===== src/rtl/delay_arbiter_pkg.sv =====
// Shared types and default sizing for the delay arbiter.
package delay_arbiter_pkg;

  localparam int unsigned NREQ_DEFAULT = 4;
  localparam int unsigned W_DEFAULT    = 8;

  typedef enum logic [1:0] {
    IDLE,
    COUNT,
    DONE
  } state_t;

endpackage


===== src/rtl/delay_arbiter_rr_pick.sv =====
// Combinational round-robin selector: first set pending bit at or above ptr, wrapping.
module rr_pick
  import delay_arbiter_pkg::*;
#(
  parameter int unsigned NREQ = NREQ_DEFAULT
) (
  input  logic [NREQ-1:0]         pending,
  input  logic [$clog2(NREQ)-1:0] ptr,
  output logic                    valid,
  output logic [$clog2(NREQ)-1:0] idx
);

  localparam int unsigned IW = $clog2(NREQ);

  always_comb begin
    int unsigned j;
    logic        found;
    valid = |pending;
    idx   = '0;
    found = 1'b0;
    j     = 0;
    for (int unsigned k = 0; k < NREQ; k++) begin
      j = 32'(ptr) + k;
      if (j >= NREQ) j = j - NREQ;
      if (!found && pending[j]) begin
        idx   = IW'(j);
        found = 1'b1;
      end
    end
  end

endmodule


===== src/rtl/delay_arbiter.sv =====
// Shares one W-bit delay counter among NREQ requesters, granting round-robin
// and pulsing done[grant_id] once the latched delay has elapsed.
module delay_arbiter
  import delay_arbiter_pkg::*;
#(
  parameter int unsigned NREQ = NREQ_DEFAULT,
  parameter int unsigned W    = W_DEFAULT
) (
  input  logic                    clk,
  input  logic                    reset_n,
  input  logic [NREQ-1:0]         req,
  input  logic [NREQ*W-1:0]       delay_val,
  input  logic                    abort,
  output logic [NREQ-1:0]         done,
  output logic                    busy,
  output logic [$clog2(NREQ)-1:0] grant_id
);

  localparam int unsigned IW = $clog2(NREQ);

  state_t          state;
  logic [NREQ-1:0] pending;
  logic [NREQ-1:0] clr;
  logic [W-1:0]    cnt;
  logic [W-1:0]    d_lat;
  logic [IW-1:0]   ptr;
  logic            pick_valid;
  logic [IW-1:0]   pick_idx;

  function automatic logic [IW-1:0] next_ptr(input logic [IW-1:0] id);
    if (32'(id) == NREQ - 1) return '0;
    return id + IW'(1);
  endfunction

  rr_pick #(
    .NREQ(NREQ)
  ) u_rr_pick (
    .pending(pending),
    .ptr    (ptr),
    .valid  (pick_valid),
    .idx    (pick_idx)
  );

  // The active requester's pending bit drops on completion or abort.
  always_comb begin
    clr = '0;
    if (state == COUNT && (abort || cnt == d_lat)) clr[grant_id] = 1'b1;
  end

  // A new strobe on the clearing edge re-arms the bit.
  always_ff @(posedge clk or negedge reset_n) begin
    if (!reset_n) pending <= '0;
    else          pending <= (pending & ~clr) | req;
  end

  always_ff @(posedge clk or negedge reset_n) begin
    if (!reset_n) begin
      state    <= IDLE;
      cnt      <= '0;
      d_lat    <= '0;
      ptr      <= '0;
      grant_id <= '0;
      done     <= '0;
      busy     <= 1'b0;
    end else begin
      done <= '0;
      case (state)
        IDLE: begin
          if (pick_valid) begin
            grant_id <= pick_idx;
            d_lat    <= delay_val[32'(pick_idx) * W +: W];
            cnt      <= '0;
            busy     <= 1'b1;
            state    <= COUNT;
          end
        end
        COUNT: begin
          if (abort) begin
            ptr   <= next_ptr(grant_id);
            busy  <= 1'b0;
            state <= IDLE;
          end else if (cnt == d_lat) begin
            done[grant_id] <= 1'b1;
            busy           <= 1'b0;
            state          <= DONE;
          end else begin
            cnt <= cnt + W'(1);
          end
        end
        DONE: begin
          ptr   <= next_ptr(grant_id);
          state <= IDLE;
        end
        default: state <= IDLE;
      endcase
    end
  end

endmodule

===== config.mk =====
export PLATFORM = sky130hd
export DESIGN_NAME = delay_arbiter
export DESIGN_NICKNAME = d
export VERILOG_FILES = /design/src/rtl/delay_arbiter_pkg.sv /design/src/rtl/delay_arbiter_rr_pick.sv /design/src/rtl/delay_arbiter.sv
export SDC_FILE = /design/constraint.sdc
export NUM_CORES = 1
export LEC_CHECK = 0
export BUFFER_PORTS_ARGS = -buffer_cell sky130_fd_sc_hd__buf_2
export CORE_UTILIZATION = 52
export CTS_CLUSTER_DIAMETER = 40
export DETAILED_ROUTE_END_ITERATION = 12
export PLACE_DENSITY = 0.86
export SYNTH_ARGS = -nofsm -noshare
export SYNTH_HDL_FRONTEND = slang
export SYNTH_SLANG_ARGS = --single-unit

===== constraint.sdc =====
create_clock -name clk -period 1.8 [get_ports clk]
set_input_delay 0 -clock clk [delete_from_list [all_inputs] [get_ports clk]]
set_output_delay 0 -clock clk [all_outputs]
set_load 0.05 [all_outputs]

==> results_tabular.tex <==
\begin{tabular}{lr}
\hline
Metric & Value \\
\hline
\multicolumn{2}{l}{\textbf{Run status}} \\
\quad Outcome & complete, no violations \\
\multicolumn{2}{l}{\textbf{Timing}} \\
\quad Setup TNS & 0 ns \\
\quad Peak clock frequency supported by timing & approximately 0.6 GHz \\
\quad Min cycle time layout & around 1.7 ns \\
\quad Max\_slew headroom & a little over half \\
\quad Clock Skew & 0.01049 ns \\
\quad Transition time of the tightest slew-check pin & 0.6897 ns \\
\quad Final-layout worst hold slack & 0.009679 ns \\
\quad Worst path setup slack after routing & between 0.09 and 0.1 ns \\
\quad Final critical-path share of the clock period & between 90\% and 100\% \\
\quad Total setup violations reported at the end of the flow & 0 \\
\quad Final hold viol count & 0 \\
\quad Pins over their slew limit & 0 \\
\multicolumn{2}{l}{\textbf{Clock network}} \\
\quad Root buffer selected by CTS & clkbuf\_4 \\
\quad Clock transition at path regs & 0.10 ns \\
\quad Clock buffer count from CTS & 5 \\
\quad Total clock sinks & 31 \\
\quad Maximum level of the CTS H-tree & 2 \\
\quad CTS tree & built \\
\quad Worst-Skew Late Latency & around 0.34 ns \\
\quad Clock Path Buffers & 2 \\
\multicolumn{2}{l}{\textbf{Finish}} \\
\quad Non-filler cells, final & 291 \\
\quad Nets@finish & between 200 and 300 \\
\quad Multi-input logic area & between 800 and 900 sq um \\
\quad Share of post-route cells with drive strength above 1 & a little over a quarter \\
\quad Area added between synthesis and finish & 39.65\% \\
\quad Sequential cell area & around 800 sq um \\
\quad Number of fillers in the final layout & a little over 200 \\
\quad Diode insertion count for antenna repair & 0 \\
\quad Post-route standard cell area excluding fillers & between 0.002 and 0.0025 sq mm \\
\quad Post-route core utilization & about three quarters \\
\multicolumn{2}{l}{\textbf{Synthesis}} \\
\quad Dominant register cell in the synthesized netlist & dfrtp\_1 \\
\quad Compound-gate portion of the synthesized area & 16.49\% \\
\quad Xor-xnor portion of the synthesized cell area & between 4 and 5\% \\
\quad Most frequently used cell type in the post-synthesis netlist & dfrtp\_1 \\
\quad Instance count of the mapped netlist & about 170 \\
\quad Largest family of logic cells by synthesized area & compound AO/OA/AOI/OAI gates \\
\quad Synth cell count leaders & dfrtp\_1 (31), mux2i\_1 (16), nand2\_1 (15) \\
\quad Ys Warns & 0 \\
\quad Net count after synthesis & 210 \\
\quad Area fraction of the dominant cell type after synthesis & 45.86\% \\
\quad Number of unique standard cell types used by synthesis & 36 \\
\quad Share of synthesized flip-flops with an asynchronous set or reset & 100.0\% \\
\quad Post-Synthesis Cell Area & between 0.0015 and 0.002 sq mm \\
\quad Share of synthesized cell area in full adder, half adder and majority cells & 3.698\% \\
\quad Flop and latch count out of synthesis & 31 \\
\quad Synthesized-area fraction occupied by and/or/nand/nor cells & between 10\% and 20\% \\
\quad Per-instance average area after synthesis & 10.19 sq um \\
\quad Mux share of post-synthesis cell area & 10.13\% \\
\quad Sequential area share after synthesis & 45.86\% \\
\quad Cell accounting for the most synthesized area & dfrtp\_1 \\
\quad Cells taking the most area after synthesis & dfrtp\_1 (46\%), mux2i\_1 (9.5\%), o221ai\_1 (4.7\%) \\
\quad Number of enable flip-flop cells after synthesis & 0 \\
\multicolumn{2}{l}{\textbf{Floorplan}} \\
\quad Initial core utilization & 54.96\% \\
\quad Die extent in y & 59.04 microns \\
\quad Number of I/O pins & 46 \\
\quad Number of placement rows & 20 \\
\quad Area of the die & 0.003485 sq mm \\
\quad Die Span X & slightly below 60 microns \\
\quad Core area & slightly above 0.003 sq mm \\
\multicolumn{2}{l}{\textbf{Critical path}} \\
\quad Count of buffering cells on the critical path with inverters included & 0 \\
\quad Cells traversed along the worst timing path & nor3b\_4, o21ai\_4, or4\_1, a21oi\_1 \\
\quad Endpoint type of the worst setup path & register \\
\quad Maximum net fanout on the critical path & 9 \\
\quad Gate family responsible for the most delay along the worst path & simple AND/OR/NAND/NOR gates \\
\quad CP peak stage delay & 0.52 ns \\
\quad Type of the worst setup path & reg2reg \\
\quad Worst Setup Start Kind & register \\
\quad Crit path DAT & approximately 2.0 ns \\
\quad Worst-path cell with the longest stage delay & or4\_1 \\
\quad Required time at the worst-slack endpoint & 2.06 ns \\
\multicolumn{2}{l}{\textbf{Detailed routing}} \\
\quad Count of TritonRoute iterations in the first routing pass & 4 \\
\quad Total via count in the routed design & around 1700 \\
\quad Remaining antenna violation count after routing & 0 \\
\quad Average via count per standard cell & approximately 5.8 \\
\quad Wire length per cell & 16.93 microns \\
\quad Total DRC errors in the routed layout & 0 \\
\quad Drt first-iter violations & between 100 and 150 \\
\quad Drt total wl & just under 5000 microns \\
\multicolumn{2}{l}{\textbf{Power}} \\
\quad Total power divided by cell area & around 1400 mW/mm\^{}2 \\
\quad Static leakage & around 1.1 nW \\
\quad Peak ir drop on the vdd network & $\sim$0.0008 V \\
\quad Final total power & 3.414 mW \\
\multicolumn{2}{l}{\textbf{Flow run}} \\
\quad Max Cap Viol & 0 \\
\multicolumn{2}{l}{\textbf{Placement}} \\
\quad Total half-perimeter wirelength after legalization and detailed placement & around 2700 microns \\
\quad Gp weighted congestion & $\sim$0.86 \\
\quad Placed cell count & around 250 \\
\quad Post-place instance area & 0.001997 sq mm \\
\quad Count of port buffers added during placement & 45 \\
\quad Worst slack at placement & between 0.04 and 0.05 ns \\
\multicolumn{2}{l}{\textbf{Worst hold path}} \\
\quad Type of the tightest min-delay check & in2reg \\
\multicolumn{2}{l}{\textbf{Global routing}} \\
\quad Overall Global Routing Usage & 31.10\% \\
\quad Maximum number of pins on one net before global-route repair & 32 \\
\quad Total congestion overflow after global routing & 0 \\
\quad Vias in the first global route & 1659 \\
\quad Wire length of the first global-routing pass & roughly 7700 microns \\
\quad Antenna violations before repair & 0 \\
\hline
\end{tabular}
[layout make-up]
class                           instances  area share, %
Tap cell                               44          2.331
Multi-Input combinational cell        117          36.18
Timing Repair Buffer                   79          23.73
Inverter                               12          1.907
Clock buffer                            8          2.913
Sequential cell                        31          32.94
[metal layers]
layer	track usage, %	vias up	wire [microns]
li1	-	772	-
met1	34.65	810	1908
met2	55.68	95	2569
met3	8.952	16	312
met4	12.24	0	137
met5	0	-	0
[tightest hold or removal path, cell delays in order]
cell	delay [ns]
buf_2	0.08
mux2i_1	0.07
o221ai_1	0.16
[registers in the layout (all words and copies together) (netlist names)]
signal and count:
d_lat 8, grant_id 2, cnt 8, done 4, state 2, busy 1
ptr 2, pending 4
[layout by cell type (no fill, tap or decap), drive strengths merged, types with 2 or more instances in the layout]
cell type / instances
buf: 52
dfrtp: 31
dlygate4sd3: 27
mux2i: 16
nand2: 15
inv: 12
o21ai: 11
o221ai: 9
xnor2: 8
clkbuf: 8
nor2: 7
nand3: 6
o31ai: 5
ha: 5
and3: 4
a31oi: 4
nand4: 4
a21oi: 3
nand2b: 2
o22ai: 2
or4: 2
o211ai: 2
[cells by family after synthesis]
logic type	count (synthesis)
flip-flops	31
AND/OR/NAND/NOR	46
XOR/XNOR	8
multiplexers	17
buffers and inverters	19
adder cells (fa/ha/maj)	5
AO/OA/AOI/OAI	40
[report_power, final]
part	total, mW	internal (mW)	switching (mW)
Sequential	1.11	0.905	0.210
Clock	0.471	0.230	0.242
Combinational	1.83	0.800	1.03
[path summary, 6_finish.rpt]
kind | slack (ns) | startpoint | depth (start not counted) | endpoint
setup / recovery | 0.09 | state[1] | 4 | cnt[7]
hold / removal | 0.01 | delay_val[2] | 3 | d_lat[2]
setup reg to reg | 0.09 | state[1] | 4 | cnt[7]
hold reg to reg | 0.54 | d_lat[2] | 2 | d_lat[2]
max in group asynchronous | 1.10 | reset_n | 2 | cnt[1]
min in group asynchronous | 0.23 | reset_n | 2 | state[1]
[what timing repair did]
action                                  4_1_cts  5_1_grt
endpoints found under the hold margin        42        0
resized for setup                             0        4
buffers inserted                              0        1
endpoints found under the setup margin        0       11
hold buffers                                 27        0
Note: power is estimated with default switching activity, not from simulation.
